`src/rtl/iq_symbol_mapper.sv`:
```
// Serial-bit to QPSK / 16-QAM Gray-mapped I/Q symbol source with an assembly + holding buffer.
// Each I/Q pair is held for CLKS_PER_SYM clocks; an empty holding buffer at a boundary emits 0/0.
module iq_symbol_mapper #(
    parameter int unsigned CLKS_PER_SYM = 32,
    parameter int unsigned AMP          = 120
) (
    input  logic              clk,
    input  logic              reset_,
    input  logic              enable,
    input  logic              mode,
    input  logic              bit_in,
    input  logic              bit_valid,
    output logic              bit_ready,
    output logic signed [7:0] i,
    output logic signed [7:0] q,
    output logic              sym_strobe,
    output logic              underrun
);

    localparam int unsigned CntW = (CLKS_PER_SYM > 1) ? $clog2(CLKS_PER_SYM) : 1;
    localparam logic [CntW-1:0] CntLast = CntW'(CLKS_PER_SYM - 1);
    localparam logic signed [7:0] LvlOuter = 8'(AMP);
    localparam logic signed [7:0] LvlInner = 8'(AMP / 3);

    typedef enum logic [1:0] {
        StIdle,
        StPrime,
        StRun
    } state_e;

    state_e            state_q, state_d;
    logic              mode_q, mode_d;
    logic [3:0]        asm_q, asm_d;
    logic [2:0]        asm_cnt_q, asm_cnt_d;
    logic              asm_full_q, asm_full_d;
    logic [3:0]        hold_q, hold_d;
    logic              hold_full_q, hold_full_d;
    logic [CntW-1:0]   cnt_q, cnt_d;
    logic signed [7:0] i_q, i_d;
    logic signed [7:0] q_q, q_d;
    logic              strobe_q, strobe_d;
    logic              underrun_q, underrun_d;

    logic              accept;
    logic              consume;
    logic              transfer;
    logic [2:0]        bits_per_sym;
    logic [3:0]        asm_base;
    logic [2:0]        cnt_base;
    logic signed [7:0] i_load;
    logic signed [7:0] q_load;

    function automatic logic signed [7:0] gray_level(input logic [1:0] g);
        logic signed [7:0] lvl;
        unique case (g)
            2'b00:   lvl = -LvlOuter;
            2'b01:   lvl = -LvlInner;
            2'b11:   lvl = LvlInner;
            default: lvl = LvlOuter;
        endcase
        return lvl;
    endfunction

    function automatic logic signed [7:0] qpsk_level(input logic b);
        return b ? LvlOuter : -LvlOuter;
    endfunction

    // Bits are never taken in IDLE, so bit_ready is also low throughout reset.
    assign bit_ready = enable && (state_q != StIdle) && !(asm_full_q && hold_full_q);
    assign accept    = bit_valid && bit_ready;

    always_comb begin
        i_load = '0;
        q_load = '0;
        if (mode_q) begin
            i_load = gray_level(hold_q[3:2]);
            q_load = gray_level(hold_q[1:0]);
        end else begin
            i_load = qpsk_level(hold_q[1]);
            q_load = qpsk_level(hold_q[0]);
        end
    end

    always_comb begin
        state_d    = state_q;
        mode_d     = mode_q;
        cnt_d      = cnt_q;
        i_d        = i_q;
        q_d        = q_q;
        strobe_d   = 1'b0;
        underrun_d = underrun_q;
        consume    = 1'b0;

        if (state_q == StIdle) begin
            mode_d = mode;
        end

        if (!enable) begin
            state_d    = StIdle;
            cnt_d      = '0;
            i_d        = '0;
            q_d        = '0;
            underrun_d = 1'b0;
        end else begin
            unique case (state_q)
                StIdle: begin
                    state_d = StPrime;
                    cnt_d   = '0;
                    i_d     = '0;
                    q_d     = '0;
                end
                StPrime: begin
                    if (hold_full_q) begin
                        i_d      = i_load;
                        q_d      = q_load;
                        strobe_d = 1'b1;
                        cnt_d    = '0;
                        consume  = 1'b1;
                        state_d  = StRun;
                    end
                end
                StRun: begin
                    if (cnt_q == CntLast) begin
                        cnt_d    = '0;
                        strobe_d = 1'b1;
                        if (hold_full_q) begin
                            i_d     = i_load;
                            q_d     = q_load;
                            consume = 1'b1;
                        end else begin
                            i_d        = '0;
                            q_d        = '0;
                            underrun_d = 1'b1;
                        end
                    end else begin
                        cnt_d = cnt_q + 1'b1;
                    end
                end
                default: state_d = StIdle;
            endcase
        end
    end

    always_comb begin
        bits_per_sym = mode_q ? 3'd4 : 3'd2;
        transfer     = asm_full_q && (!hold_full_q || consume);

        hold_d      = hold_q;
        hold_full_d = hold_full_q;
        if (consume) begin
            hold_full_d = 1'b0;
        end
        if (transfer) begin
            hold_d      = asm_q;
            hold_full_d = 1'b1;
        end

        // A bit accepted alongside a transfer is the first bit of the next symbol.
        asm_base   = transfer ? 4'd0 : asm_q;
        cnt_base   = transfer ? 3'd0 : asm_cnt_q;
        asm_d      = asm_base;
        asm_cnt_d  = cnt_base;
        asm_full_d = asm_full_q && !transfer;
        if (accept) begin
            asm_d      = {asm_base[2:0], bit_in};
            asm_cnt_d  = cnt_base + 3'd1;
            asm_full_d = ((cnt_base + 3'd1) == bits_per_sym);
        end

        if (!enable || (state_q == StIdle)) begin
            asm_d       = '0;
            asm_cnt_d   = '0;
            asm_full_d  = 1'b0;
            hold_d      = '0;
            hold_full_d = 1'b0;
        end
    end

    always_ff @(posedge clk or negedge reset_) begin
        if (!reset_) begin
            state_q     <= StIdle;
            mode_q      <= 1'b0;
            asm_q       <= '0;
            asm_cnt_q   <= '0;
            asm_full_q  <= 1'b0;
            hold_q      <= '0;
            hold_full_q <= 1'b0;
            cnt_q       <= '0;
            i_q         <= '0;
            q_q         <= '0;
            strobe_q    <= 1'b0;
            underrun_q  <= 1'b0;
        end else begin
            state_q     <= state_d;
            mode_q      <= mode_d;
            asm_q       <= asm_d;
            asm_cnt_q   <= asm_cnt_d;
            asm_full_q  <= asm_full_d;
            hold_q      <= hold_d;
            hold_full_q <= hold_full_d;
            cnt_q       <= cnt_d;
            i_q         <= i_d;
            q_q         <= q_d;
            strobe_q    <= strobe_d;
            underrun_q  <= underrun_d;
        end
    end

    assign i          = i_q;
    assign q          = q_q;
    assign sym_strobe = strobe_q;
    assign underrun   = underrun_q;

endmodule

```
`config.mk`:
```
export PLATFORM = sky130hd
export DESIGN_NAME = iq_symbol_mapper
export DESIGN_NICKNAME = d
export VERILOG_FILES = /design/src/rtl/iq_symbol_mapper.sv
export SDC_FILE = /design/constraint.sdc
export NUM_CORES = 1
export LEC_CHECK = 0
export CORE_UTILIZATION = 53
export CTS_CLUSTER_SIZE = 40
export DETAILED_ROUTE_END_ITERATION = 8
export PLACE_DENSITY = 0.86
export REMOVE_ABC_BUFFERS = 1
export SLEW_MARGIN = 0
export SYNTH_ARGS = -nofsm -noshare
export SYNTH_HDL_FRONTEND = slang
export SYNTH_SLANG_ARGS = --single-unit
```
`constraint.sdc`:
```
create_clock -name clk -period 2.7 [get_ports clk]
set_input_delay 0.54 -clock clk [delete_from_list [all_inputs] [get_ports clk]]
set_output_delay 0.54 -clock clk [all_outputs]
set_load 0.1 [all_outputs]
```
==> summary.md <==
| Metric | Value |
|---|---|
| Status | `completed` |
| HP Class | `flip-flop to flip-flop` |
| Yosys warns | `0` |
| # port buffers | `18` |
| DR pass1 iterations | `4` |
| Hold Violations, Final | `0` |
| Synth-to-Final Area Change | `12.7%` |
| Ys async rst share | `1.00` |
| CP max stage cell | `dfrtp_1` |
| Critical path, cell by cell | `ha_1, and3_1, ha_1, a21oi_2, o21ai_2, nand2_2, and2_1, ha_1, xor2_2, mux2i_1, o32ai_1` |
| Post-synthesis sequential area ratio | `0.476` |
| Routed WL per cell | `13.4 um` |
| RSZ-0062 raised after global routing | `false` |
| Switch Pwr | `0.594 mW` |
| Clock Tree Buf Depth | `2` |
| Die width | `56.6 um` |
| Synth Cell Area | `1580 um^2` |
| Max Fclk | `between 300 and 400 MHz` |
| Fin cells | `between 200 and 250` |
| Top Family by Delay on Critical Path | `adder cells` |
| Maximum level of the CTS H-tree | `2` |
| Arr. time, crit path | `2.75 ns` |
| CP Launch Type | `flip-flop` |
| Clock root buffer | `clkbuf_4` |
| Sw Ratio | `0.434` |
| Clock skew | `0.00851 ns` |
| Leak Pwr | `between 0.8 and 0.9 nW` |
| Clk Latency, worst-skew pair | `0.33 ns` |
| Placed Instances | `207` |
| Starting Density | `0.567` |
| Worst-path fanout max | `7` |
| Die area | `3200 um^2` |
| Most frequent CP cell | `ha_1` |
| Syn avg cell area | `roughly 9.6 um^2` |
| CTS Sinks | `30` |
| Max Cap Viol | `0` |
| Setup CP Type | `flip-flop to flip-flop` |
| Setup TNS | `0 ns` |
| # rows | `19` |
| Diodes inserted | `0` |
| Seq pwr share | `0.389` |
| Reg clk slew, reported paths | `around 0.1 ns` |
| Clk pwr share | `0.208` |
| Remaining antenna violation count | `0` |
| Required @ worst endpoint | `around 2.9 ns` |
| Combinational Power Share | `0.403` |
| Max VDD drop | `roughly 0.56 mV` |
| Vias in the first global route | `1126` |
| Antenna violations before repair | `0` |
| First-pass GRT wire length | `5010 um` |
| Fraction of layout cells with a size suffix above 1 | `0.185` |
| GRT Resource Usage Total | `0.203` |
| Vias per std cell | `~5.4` |
| Core Footprint | `roughly 2800 um^2` |
| Initial DRC count | `35` |
| Synth Flop Type | `dfrtp_1` |
| Dpl hpwl | `2170 um` |
| Final worst path period share | `0.939` |
| Bufs and invs on worst path | `0` |
| Gate Count Post-Synth | `about 170` |
| Largest stage delay, worst path | `0.42 ns` |
| Die Y-Extent | `about 57 um` |
| Top-Level Pins | `25` |
| Placed inst area | `1710 um^2` |
| Total grt overflow | `0` |
| CTS tree | `done` |
| Final setup violation count | `0` |
| Final nets | `just under 200` |
| Detailed-route via count | `1166` |
| RePlAce Congestion | `0.837` |
| Most frequent cells in the layout | `nand2_1 (34), dfrtp_1 (30), buf_4 (14)` |
| Pins over their slew limit | `0` |
| Pin count of the biggest net entering global routing | `31` |
| EDFF count, synth | `0` |
| Power Density | `just under 800 nW/um^2` |
| Pint | `a little under 0.8 mW` |
| Fillers | `roughly 240` |
| Number of synthesized register bits | `30` |
| Final non-filler cell area | `around 1800 um^2` |
| Final WL | `2870 um` |
| Most common cell after layout, fill and taps aside | `nand2_1` |
| Drt drc | `0` |
| Min cycle time layout | `2.53 ns` |
| Netlist cell types | `36` |
| Num CTS Buffers | `5` |
| CP endpoint kind | `flip-flop` |
[state kept, by name, indices dropped and copies added (netlist names)]
| signal | cells |
|---|---|
| hold_q | 4 |
| i | 4 |
| asm_cnt_q | 3 |
| asm_full_q | 1 |
| q | 3 |
| cnt_q | 5 |
| mode_q | 1 |
| underrun | 1 |
| hold_full_q | 1 |
| sym_strobe | 1 |
| state_q | 2 |
| asm_q | 4 |
[per-stage QoR]
| stage | hold slack [ns] | setup slack [ns] | utilization | power, mW |
|---|---|---|---|---|
| 6_report | 0.508 | 0.166 | 0.639 | 1.37 |
| 5_1_grt | 0.522 | 0.0338 | 0.639 | 1.46 |
| 4_1_cts | 0.514 | 0.102 | 0.638 | 1.38 |
| 3_5_place_dp | 0.492 | 0.0868 | 0.615 | 1.09 |
| 3_3_place_gp | 0.472 | 0.225 | 0.615 | 1.07 |
| 2_1_floorplan | 0.244 | -0.543 | - | 0.958 |
[synthesized netlist by cell type, drive strengths merged, types with 3 or more instances]
library cell | n | area [um^2]
dfrtp | 30 | 751
ha | 7 | 87.6
nand4 | 4 | 25.0
buf | 13 | 95.1
inv | 5 | 18.8
mux2i | 3 | 30.0
and2 | 3 | 18.8
o21ai | 13 | 72.6
nand3 | 4 | 25.0
a21oi | 14 | 73.8
nor2b | 5 | 33.8
xor2 | 5 | 51.3
nor2 | 6 | 22.5
nand2 | 35 | 131
[cell families (layout without fill, tap and decap cells)]
family	Yosys count	after routing	synth area share
fa+ha+maj	7	7	0.0555
flops	30	30	0.476
buf+inv	19	33	0.0745
xor+xnor	6	6	0.0381
compound gates	36	36	0.144
simple gates	62	62	0.184
other cells	1	6	0.00238
mux	4	4	0.0262
[path summary, 6_finish.rpt]
check                      startpoint         end  slack, ns  depth (start not counted)
min in group asynchronous      reset_      mode_q       0.58                          2
min reg2reg                      i[7]        i[7]       0.51                          1
max reg2reg                  cnt_q[0]  asm_full_q       0.17                         11
min                              i[7]        i[7]       0.51                          1
max                          cnt_q[0]  asm_full_q       0.17                         11
max in group asynchronous      reset_  state_q[1]       1.85                          2
[cell type report]
| cell class | count | area, um^2 | area share |
|---|---|---|---|
| Clock buffer | 6 | 51.3 | 0.0289 |
| Clock inverter | 2 | 12.5 | 0.00704 |
| Inverter | 5 | 18.8 | 0.0106 |
| Multi-Input combinational cell | 121 | 731 | 0.411 |
| Sequential cell | 30 | 751 | 0.422 |
| Tap cell | 31 | 38.8 | 0.0218 |
| Timing Repair Buffer | 20 | 175 | 0.0985 |
[power groups by stage]
stage	Clock, mW	Sequential, mW	Combinational [mW]
3_5_place_dp	0	0.541	0.551
5_1_grt	0.316	0.538	0.601
2_1_floorplan	0	0.627	0.331
4_1_cts	0.293	0.532	0.552
3_3_place_gp	0	0.537	0.536
6_report	0.285	0.533	0.552
[per-layer routing]
metal	part of all wire	wire length [um]	track usage	up-vias
li1	-	-	-	580
met5	0	0	0	-
met2	0.47	1360	0.331	32
met1	0.47	1340	0.260	551
met3	0.046	133	0.0484	3
met4	0.011	31	0.0801	0
[timing repair]
item,4_1_cts,5_1_grt
buffers inserted,0,0
resized for setup,0,1
hold buffers,0,0
setup endpoints to repair,0,1
(Power assumes the default switching activity.)
